`src/rtl/round_timer_pkg.sv`:
```
// Shared types and helpers for the round countdown controller.
package round_timer_pkg;

  typedef enum logic [2:0] {
    ST_IDLE,
    ST_RUN,
    ST_PAUSE,
    ST_STOPPED,
    ST_EXPIRED
  } state_e;

  // Clock cycles per countdown tick.
  function automatic int calc_div(input int clk_hz, input int tick_hz);
    return clk_hz / tick_hz;
  endfunction

  function automatic int presc_width(input int div);
    return $clog2(div);
  endfunction

endpackage

```
`src/rtl/tick_prescaler.sv`:
```
// Clock-enable prescaler: counts 0..DIV-1 while enabled; wrap_o flags the
// terminal count so the owner can decide whether this edge is a tick.
module tick_prescaler
  import round_timer_pkg::*;
#(
  parameter int DIV   = 10,
  parameter int CNT_W = presc_width(DIV)
) (
  input  logic clk_in,
  input  logic rst,
  input  logic clr_i,
  input  logic en_i,
  output logic wrap_o
);

  localparam logic [CNT_W-1:0] LAST = CNT_W'(DIV - 1);

  logic [CNT_W-1:0] cnt_q, cnt_d;

  assign wrap_o = (cnt_q == LAST);

  // NOTE: every signal written here gets a default first, so no path leaves
  // it unassigned and no latch is inferred.
  always_comb begin
    cnt_d = cnt_q;
    if (clr_i) begin
      cnt_d = '0;
    end else if (en_i) begin
      cnt_d = wrap_o ? '0 : cnt_q + 1'b1;
    end
  end

  // NOTE: state registers use non-blocking assignments so every flop samples
  // pre-edge values regardless of process ordering.
  always_ff @(posedge clk_in) begin
    if (rst) cnt_q <= '0;
    else     cnt_q <= cnt_d;
  end

endmodule

```
`src/rtl/round_timer_ctrl.sv`:
```
// Per-round seconds countdown with start, pause/resume, player stop and
// timeout; all status outputs are registered.
module round_timer_ctrl
  import round_timer_pkg::*;
#(
  parameter int CLK_HZ  = 50_000_000,
  parameter int TICK_HZ = 1,
  parameter int SEC_W   = 7
) (
  input  logic             clk_in,
  input  logic             rst,
  input  logic             start,
  input  logic             stop,
  input  logic             pause,
  input  logic [SEC_W-1:0] load_secs,
  output logic [SEC_W-1:0] secs_left,
  output logic             tick,
  output logic             running,
  output logic             paused,
  output logic             stopped,
  output logic             expired
);

  localparam int DIV = calc_div(CLK_HZ, TICK_HZ);

  state_e           state_q, state_d;
  logic [SEC_W-1:0] secs_q, secs_d;
  logic             tick_q, tick_d;
  logic             running_q, paused_q, stopped_q, expired_q;
  logic             presc_clr, presc_en, at_last;

  tick_prescaler #(.DIV(DIV)) u_presc (
    .clk_in (clk_in),
    .rst    (rst),
    .clr_i  (presc_clr),
    .en_i   (presc_en),
    .wrap_o (at_last)
  );

  always_comb begin
    state_d   = state_q;
    secs_d    = secs_q;
    tick_d    = 1'b0;
    presc_clr = 1'b0;
    presc_en  = 1'b0;

    if (start) begin
      presc_clr = 1'b1;
      if (load_secs != '0) begin
        state_d = ST_RUN;
        secs_d  = load_secs;
      end else begin
        state_d = ST_EXPIRED;
        secs_d  = '0;
      end
    end else begin
      unique case (state_q)
        ST_RUN: begin
          if (stop) begin
            state_d = ST_STOPPED;
          end else if (pause) begin
            // Hold at the terminal count so a pause never swallows a second.
            state_d  = ST_PAUSE;
            presc_en = !at_last;
          end else begin
            presc_en = 1'b1;
            if (at_last && secs_q != '0) begin
              tick_d = 1'b1;
              secs_d = secs_q - 1'b1;
              if (secs_q == SEC_W'(1)) state_d = ST_EXPIRED;
            end
          end
        end
        ST_PAUSE: begin
          if (stop)       state_d = ST_STOPPED;
          else if (pause) state_d = ST_RUN;
        end
        default: ;
      endcase
    end
  end

  always_ff @(posedge clk_in) begin
    if (rst) begin
      state_q   <= ST_IDLE;
      secs_q    <= '0;
      tick_q    <= 1'b0;
      running_q <= 1'b0;
      paused_q  <= 1'b0;
      stopped_q <= 1'b0;
      expired_q <= 1'b0;
    end else begin
      state_q   <= state_d;
      secs_q    <= secs_d;
      tick_q    <= tick_d;
      running_q <= (state_d == ST_RUN);
      paused_q  <= (state_d == ST_PAUSE);
      stopped_q <= (state_d == ST_STOPPED);
      expired_q <= (state_d == ST_EXPIRED);
    end
  end

  assign secs_left = secs_q;
  assign tick      = tick_q;
  assign running   = running_q;
  assign paused    = paused_q;
  assign stopped   = stopped_q;
  assign expired   = expired_q;

endmodule

```
`config.mk`:
```
export PLATFORM = sky130hd
export DESIGN_NAME = round_timer_ctrl
export DESIGN_NICKNAME = d
export VERILOG_FILES = /design/src/rtl/round_timer_pkg.sv /design/src/rtl/tick_prescaler.sv /design/src/rtl/round_timer_ctrl.sv
export SDC_FILE = /design/constraint.sdc
export NUM_CORES = 1
export LEC_CHECK = 0
export BUFFER_PORTS_ARGS = -buffer_cell sky130_fd_sc_hd__clkbuf_2
export CORE_MARGIN = 3
export CORE_UTILIZATION = 58
export CTS_CLUSTER_DIAMETER = 50
export DETAILED_ROUTE_END_ITERATION = 8
export PLACE_DENSITY = 0.86
export SLEW_MARGIN = 20
export SYNTH_ARGS = -nofsm -noshare
export SYNTH_HDL_FRONTEND = slang
export SYNTH_SLANG_ARGS = --single-unit
```
`constraint.sdc`:
```
create_clock -name clk_in -period 2.53 [get_ports clk_in]
set_input_delay 0.6325 -clock clk_in [delete_from_list [all_inputs] [get_ports clk_in]]
set_output_delay 0.6325 -clock clk_in [all_outputs]
set_load 0.02 [all_outputs]
```
==> results of run 1 <==
## cell families after synthesis
group                    after synthesis
AO/OA/AOI/OAI                         39
XOR/XNOR                              17
adder cells (fa/ha/maj)                4
buffers and inverters                 19
flip-flops                            41
AND/OR/NAND/NOR                      145
## cells in the mapped netlist, drive strengths merged (6+ instances only)
master	number
inv	8
xor2	13
and3	6
nand3	19
nand2	24
nor4	11
nor2	28
nand4	12
dfxtp	41
buf	6
a21oi	10
or4	7
nor3	9
## cells in the final DEF (no fill, tap or decap), types with 4 or more instances in the layout
cell type,instances
a21oi_1,10
nand2_1,24
nor4_1,9
nor2_1,28
xor2_1,13
nor3_1,9
clkbuf_2,23
clkbuf_8,5
dfxtp_1,41
nand4_1,12
nand3_1,18
o21ai_0,4
and3_1,5
buf_4,15
or4_1,6
xnor2_1,4
inv_1,8
ha_1,4
## routing by layer
layer,global-route usage [%],part of all wire [%],vias up
li1,-,-,1062
met1,32.4,45,1033
met2,44.0,48,71
met3,5.19,5.4,10
met4,7.79,1.4,0
met5,0,0,-
## final cells by class
cell class,count,share of cell area [%]
multi-input cells,205,53.0
flip-flops and latches,41,31.5
repair buffers,38,8.73
clock buffers,6,2.78
well taps,48,2.30
inverters,9,1.29
clock inverters,2,0.384
## worst reg2reg max path: stages (launching register included)
cell	delay, ps
dfxtp_1	350
or4b_4	580
nor4b_4	410
nand3_2	160
and4_1	240
a311o_1	300
## registers in the layout, summed over array words and instances, names as in the netlist
register	flops
expired	1
paused	1
running	1
secs_left	7
state_q	3
stopped	1
tick	1
u_presc.cnt_q	26
## stage by stage
stage	instance area (um2)	setup slack, ps
after floorplan	2290	249
after global placement	2530	66.8
after detailed placement	2530	22.8
after CTS	2610	329
after global routing	2610	93.1
final	2610	320
## path summary, 6_finish.rpt
path	start	end	slack, ps	cells past startpoint
hold / removal	u_presc.cnt_q[1]$_SDFFE_PP0P_	u_presc.cnt_q[1]$_SDFFE_PP0P_	530	2
setup reg to reg	state_q[1]$_SDFF_PP0_	secs_left[1]$_SDFFE_PP0P_	370	5
setup / recovery	pause	secs_left[1]$_SDFFE_PP0P_	320	6
hold reg to reg	u_presc.cnt_q[1]$_SDFFE_PP0P_	u_presc.cnt_q[1]$_SDFFE_PP0P_	530	2
## power groups by stage
stage	logic (mW)	clock network [mW]	registers, mW
4_1_cts	0.147	0.425	0.672
3_3_place_gp	0.142	0	0.687
3_5_place_dp	0.147	0	0.688
6_report	0.149	0.422	0.673
2_1_floorplan	0.0805	0	0.697
5_1_grt	0.164	0.458	0.675
==> impl_metrics.yaml, run 1 <==
cts:
  numCtsBuffers: 5
  cts_hold_buffers: 0
  post_cts_buffers: 0
  cts_tree: "yes"
  cts_resized: 0
  cts-htree-levels: 2
  cts.sinks: 41
  insertion_delay_ps: 300
  clk_pin_slew_ps: 80
  clockBufferDepth: 2
  cts_root_buf: "clkbuf_8"
synthesis:
  syn_inst: 265
  synth_fa_ha_area_share_pct: 2.19
  yosysTopAreaCellShare_pct: 35.9
  synth_edf_count: 0
  yosys.area_share.simple_pct: 38.5
  synth-xor-area-share_pct: 6.51
  ys_seq_area_share_pct: 35.9
  ys_types: 55
  synth_top_family_by_area: "simple AND/OR/NAND/NOR gates"
  syn_area_um2: 2290
  yosysWarnings: 0
  synthFlopType: "dfxtp_1"
  synth.mux.area_fraction_pct: 0
  synth_area_leaders: "dfxtp_1 36%, xor2_1 5.0%, nor2_1 4.6%"
  netlist.top_cell.by_area: "dfxtp_1"
  ys_ff_latch: 41
  postSynthAreaPerCell_um2: 8.64
  synthArstFlopShare_pct: 0
  syn_nets: 281
  synth_compound_area_share_pct: 13.3
floorplan:
  die_w_um: 68.8
  io_pins: 24
  die_h_um: 68.8
  fp.coreArea_um2: 3740
  die-area_um2: 4740
  start_util_pct: 61.1
  rows: 22
place:
  gp_congestion: 0.855
  numPortBuffers: 23
  dp_hpwl_um: 4070
  dpl.cell_count: 341
timing:
  hold_ws_ps: 526
  fin_crit_ps: 2210
  clock_skew_ps: 2.18
  setup_viol: 0
  drv_slew: 0
  slew_headroom_pct: 63.3
  finalCritPeriodShare_pct: 87.3
  tns_ps: 0
  worstMarginPinSlew_ps: 544
  rsz0062_at_grt: "false"
  hold_viol: 0
  fmaxAchievable_ghz: 0.453
global_routing:
  grt_max_degree: 20
  grt_antenna_before_repair: 0
  grt_use_total_pct: 25.7
  grt_pass1_vias: 2107
  globalRouteOverflowTotal: 0
  grt_pass1_wl_um: 9300
power:
  p_seq_share_pct: 54.1
  ir_drop_v: 0.000257
  combPwrFrac_pct: 12.0
  intPower_mw: 0.907
  switching_share_pct: 27.1
  powerDensity_nw_per_um2: 477
  p_leak_nw: 0.960
  total_power_mw: 1.24
  power_frac_clock_pct: 33.9
  switchingPower_mw: 0.337
status:
  status: "completed"
route:
  num_vias: 2176
  ant_nets: 0
  vias_per_cell: 6.23
  drcViolationCount: 0
  drtPass1Iterations: 4
  finalWirelength_um: 5470
  drt-initial-drc-count: 179
  avgRoutedWirePerCell_um: 15.7
setup_path:
  crit_type: "in2reg"
  worstPathRequired_ps: 2720
  cp_max_fo: 5
  critPathSlowestCell: "or4b_4"
  slowest_delay_ps: 520
  crit_chain: "clkbuf_2 -> or4b_4 -> nor4b_4 -> nand3_2 -> and4_1 -> a311o_1"
  crit_arrival_ps: 2400
  cp_num_buf_inv: 1
  cpLargestDelayFamily: "simple AND/OR/NAND/NOR gates"
  crit_path_end_kind: "flip-flop"
  start_kind: "input pin"
final_layout:
  diodes: 0
  multiInputGateArea_um2: 1380
  seq_area_um2: 821
  layoutNonFillerInstCount: 349
  drive_above_1_share_pct: 22.3
  fin_util_pct: 69.7
  area_delta_synth_final_pct: 14.0
  fillCellCount: 320
  fin_nets: 316
min_path:
  hp-class: "reg2reg"
job:
  cap_violations: 0
Note: power is estimated with default switching activity, not from simulation.
==> run 2, diff against run 1 <==
--- a/config.mk
+++ b/config.mk
@@ -5,9 +5,10 @@
 export SDC_FILE = /design/constraint.sdc
 export NUM_CORES = 1
 export LEC_CHECK = 0
+export ABC_AREA = 1
 export BUFFER_PORTS_ARGS = -buffer_cell sky130_fd_sc_hd__clkbuf_2
 export CORE_MARGIN = 3
-export CORE_UTILIZATION = 58
+export CORE_UTILIZATION = 59
 export CTS_CLUSTER_DIAMETER = 50
 export DETAILED_ROUTE_END_ITERATION = 8
 export PLACE_DENSITY = 0.86
==> run 2 against run 1 <==
Core utilization decreased by 1.3 points. Hold slack got worse by 39 ps. Via count increased by 16%. Critical path depth increased by 6. Maximum frequency increased by 5.2%. Clock skew increased by 4.9 ps. Clock power about the same. Largest power group unchanged. Synthesized cell count increased by 44%. Total power increased by 0.21%. Sequential power about the same.
==> impl_metrics.yaml, run 2 <==
timing:
  slew_headroom_pct: 65.9
  hold_viol: 0
  tns_ps: 0
  finalCritPeriodShare_pct: 83.1
  fmaxAchievable_ghz: 0.476
  worstMarginPinSlew_ps: 507
  rsz0062_at_grt: "false"
  setup_viol: 0
  fin_crit_ps: 2100
  clock_skew_ps: 7.11
  drv_slew: 0
global_routing:
  grt_antenna_before_repair: 0
  grt_pass1_wl_um: 10600
  globalRouteOverflowTotal: 0
  grt_use_total_pct: 25.6
  grt_pass1_vias: 2320
  grt_max_degree: 18
setup_path:
  cp_max_fo: 17
  start_kind: "flip-flop"
  crit_path_end_kind: "flip-flop"
  crit_arrival_ps: 2290
  crit_type: "reg2reg"
  worstPathRequired_ps: 2720
synthesis:
  syn_inst: 381
  yosysMostFrequentCell: "nand2_1"
  synth_compound_area_share_pct: 12.6
  ys_types: 36
  yosys.area_share.simple_pct: 40.7
  synth_common_cells: "90 x nand2_1, 48 x nor2_1, 41 x dfxtp_1"
  synthFlopType: "dfxtp_1"
  syn_area_um2: 2570
  yosysWarnings: 0
  synthArstFlopShare_pct: 0
  netlist.top_cell.by_area: "dfxtp_1"
  syn_nets: 397
  postSynthAreaPerCell_um2: 6.74
  yosysTopAreaCellShare_pct: 32.0
  ys_seq_area_share_pct: 32.0
  synth_top_family_by_area: "simple AND/OR/NAND/NOR gates"
  synth_fa_ha_area_share_pct: 1.95
  synth_area_leaders: "dfxtp_1 32%, nand2_1 13%, nor2_1 7.0%"
  ys_ff_latch: 41
  synth-xor-area-share_pct: 3.75
  synth_edf_count: 0
  synth.mux.area_fraction_pct: 0
route:
  vias_per_cell: 5.55
  num_vias: 2532
  drtPass1Iterations: 5
  ant_nets: 0
  finalWirelength_um: 6210
  avgRoutedWirePerCell_um: 13.6
  drcViolationCount: 0
  drt-initial-drc-count: 308
power:
  ir_drop_v: 0.000303
  p_leak_nw: 1.09
  powerDensity_nw_per_um2: 446
cts:
  cts_resized: 0
  clockBufferDepth: 2
  clk_pin_slew_ps: 70
  numCtsBuffers: 5
  post_cts_buffers: 0
  cts-htree-levels: 2
  cts_tree: "yes"
  cts.sinks: 41
  cts_root_buf: "clkbuf_8"
  insertion_delay_ps: 300
  cts_hold_buffers: 0
floorplan:
  die_w_um: 72.0
  start_util_pct: 62.8
  io_pins: 24
  die-area_um2: 5180
  die_h_um: 72.0
  fp.coreArea_um2: 4090
  rows: 23
final_layout:
  final_common_cell: "nand2_1"
  largest_register_ffs: 26
  area_delta_synth_final_pct: 8.77
  drive_above_1_share_pct: 19.0
  layoutNonFillerInstCount: 456
  final_cell_mix: "90 x nand2_1, 48 x nor2_1, 41 x dfxtp_1, 39 x inv_1, 24 x a21oi_1"
  fin_nets: 421
  diodes: 0
  top_register: "u_presc.cnt_q"
place:
  dpl.cell_count: 448
  gp_congestion: 0.979
  numPortBuffers: 23
  dp_hpwl_um: 4690
status:
  status: "completed"
job:
  cap_violations: 0
min_path:
  hp-class: "reg2reg"
-- run 2: cell count changes after synthesis, moves of 5 or more --
| cell | change |
|---|---|
| or4_1 | -6 |
| nor3_1 | +6 |
| nor2_1 | +20 |
| o21ai_2 | +5 |
| a21oi_2 | +5 |
| nand2_2 | +7 |
| inv_2 | +7 |
| o21ai_1 | +7 |
| inv_1 | +31 |
| nand2_1 | +66 |
| nor2_4 | +6 |
| a21oi_1 | +14 |
| and3_1 | -5 |
-- run 2: path summary, 6_finish.rpt --
| kind | startpoint | to | slack (ps) | cells past startpoint |
|---|---|---|---|---|
| setup / recovery | u_presc.cnt_q[0]$_SDFFE_PP0P_ | u_presc.cnt_q[19]$_SDFFE_PP0P_ | 430 | 12 |
| hold / removal | u_presc.cnt_q[5]$_SDFFE_PP0P_ | u_presc.cnt_q[5]$_SDFFE_PP0P_ | 490 | 2 |
| setup reg to reg | u_presc.cnt_q[0]$_SDFFE_PP0P_ | u_presc.cnt_q[19]$_SDFFE_PP0P_ | 430 | 12 |
| hold reg to reg | u_presc.cnt_q[5]$_SDFFE_PP0P_ | u_presc.cnt_q[5]$_SDFFE_PP0P_ | 490 | 2 |
-- run 2: where the power goes --
part           switching [mW]  internal [mW]
logic                   0.101         0.0515
registers              0.0135          0.658
clock network           0.232          0.190
-- run 2: kinds of logic after synthesis --
kind of cell / after synthesis
flip-flops: 41
buffers and inverters: 55
adder cells (fa/ha/maj): 4
AND/OR/NAND/NOR: 216
AO/OA/AOI/OAI: 54
XOR/XNOR: 11
-- run 2: per-layer routing --
layer  global-route usage (%)  up-vias  part of all wire, %  routed length (um)
li1                         -     1289                    -                   -
met3                     5.40       17                  6.8                 420
met5                        0        -                    0                   0
met1                     36.1     1132                   46                2860
met4                     7.93        0                  1.7                 103
met2                     39.5       94                   46                2830
-- run 2: final cells by class --
type / count / area (um2)
Clock buffer: 5 / 68.8
Inverter: 47 / 178
Clock inverter: 3 / 17.5
Tap cell: 50 / 62.6
Multi-Input combinational cell: 285 / 1520
Fill cell: 388 / 1290
Sequential cell: 41 / 821
Timing Repair Buffer: 25 / 130
-- run 2: critical path: stages (launching register included) --
cell and delay [ps]:
dfxtp_1 440, ha_1 240, nand2_2 110, nor2_4 170
nand2_4 80, nor2_8 110, nand3_2 100, nand2_4 190
inv_2 160, nand4_1 160, o21ai_0 110, nand2_1 70
nor2_1 40
-- run 2: through the flow --
step / hold WS, ps / power (mW) / util, % / cell area (um2) / worst slack, ps
global route: 518 / 1.30 / 68.3 / 2790 / 279
global placement: 469 / 0.833 / 66.2 / 2710 / 498
floorplan: 447 / 0.796 / - / 2570 / 706
detailed placement: 478 / 0.836 / 66.2 / 2710 / 475
finish: 487 / 1.25 / 68.3 / 2790 / 429
CTS: 489 / 1.25 / 68.3 / 2790 / 464
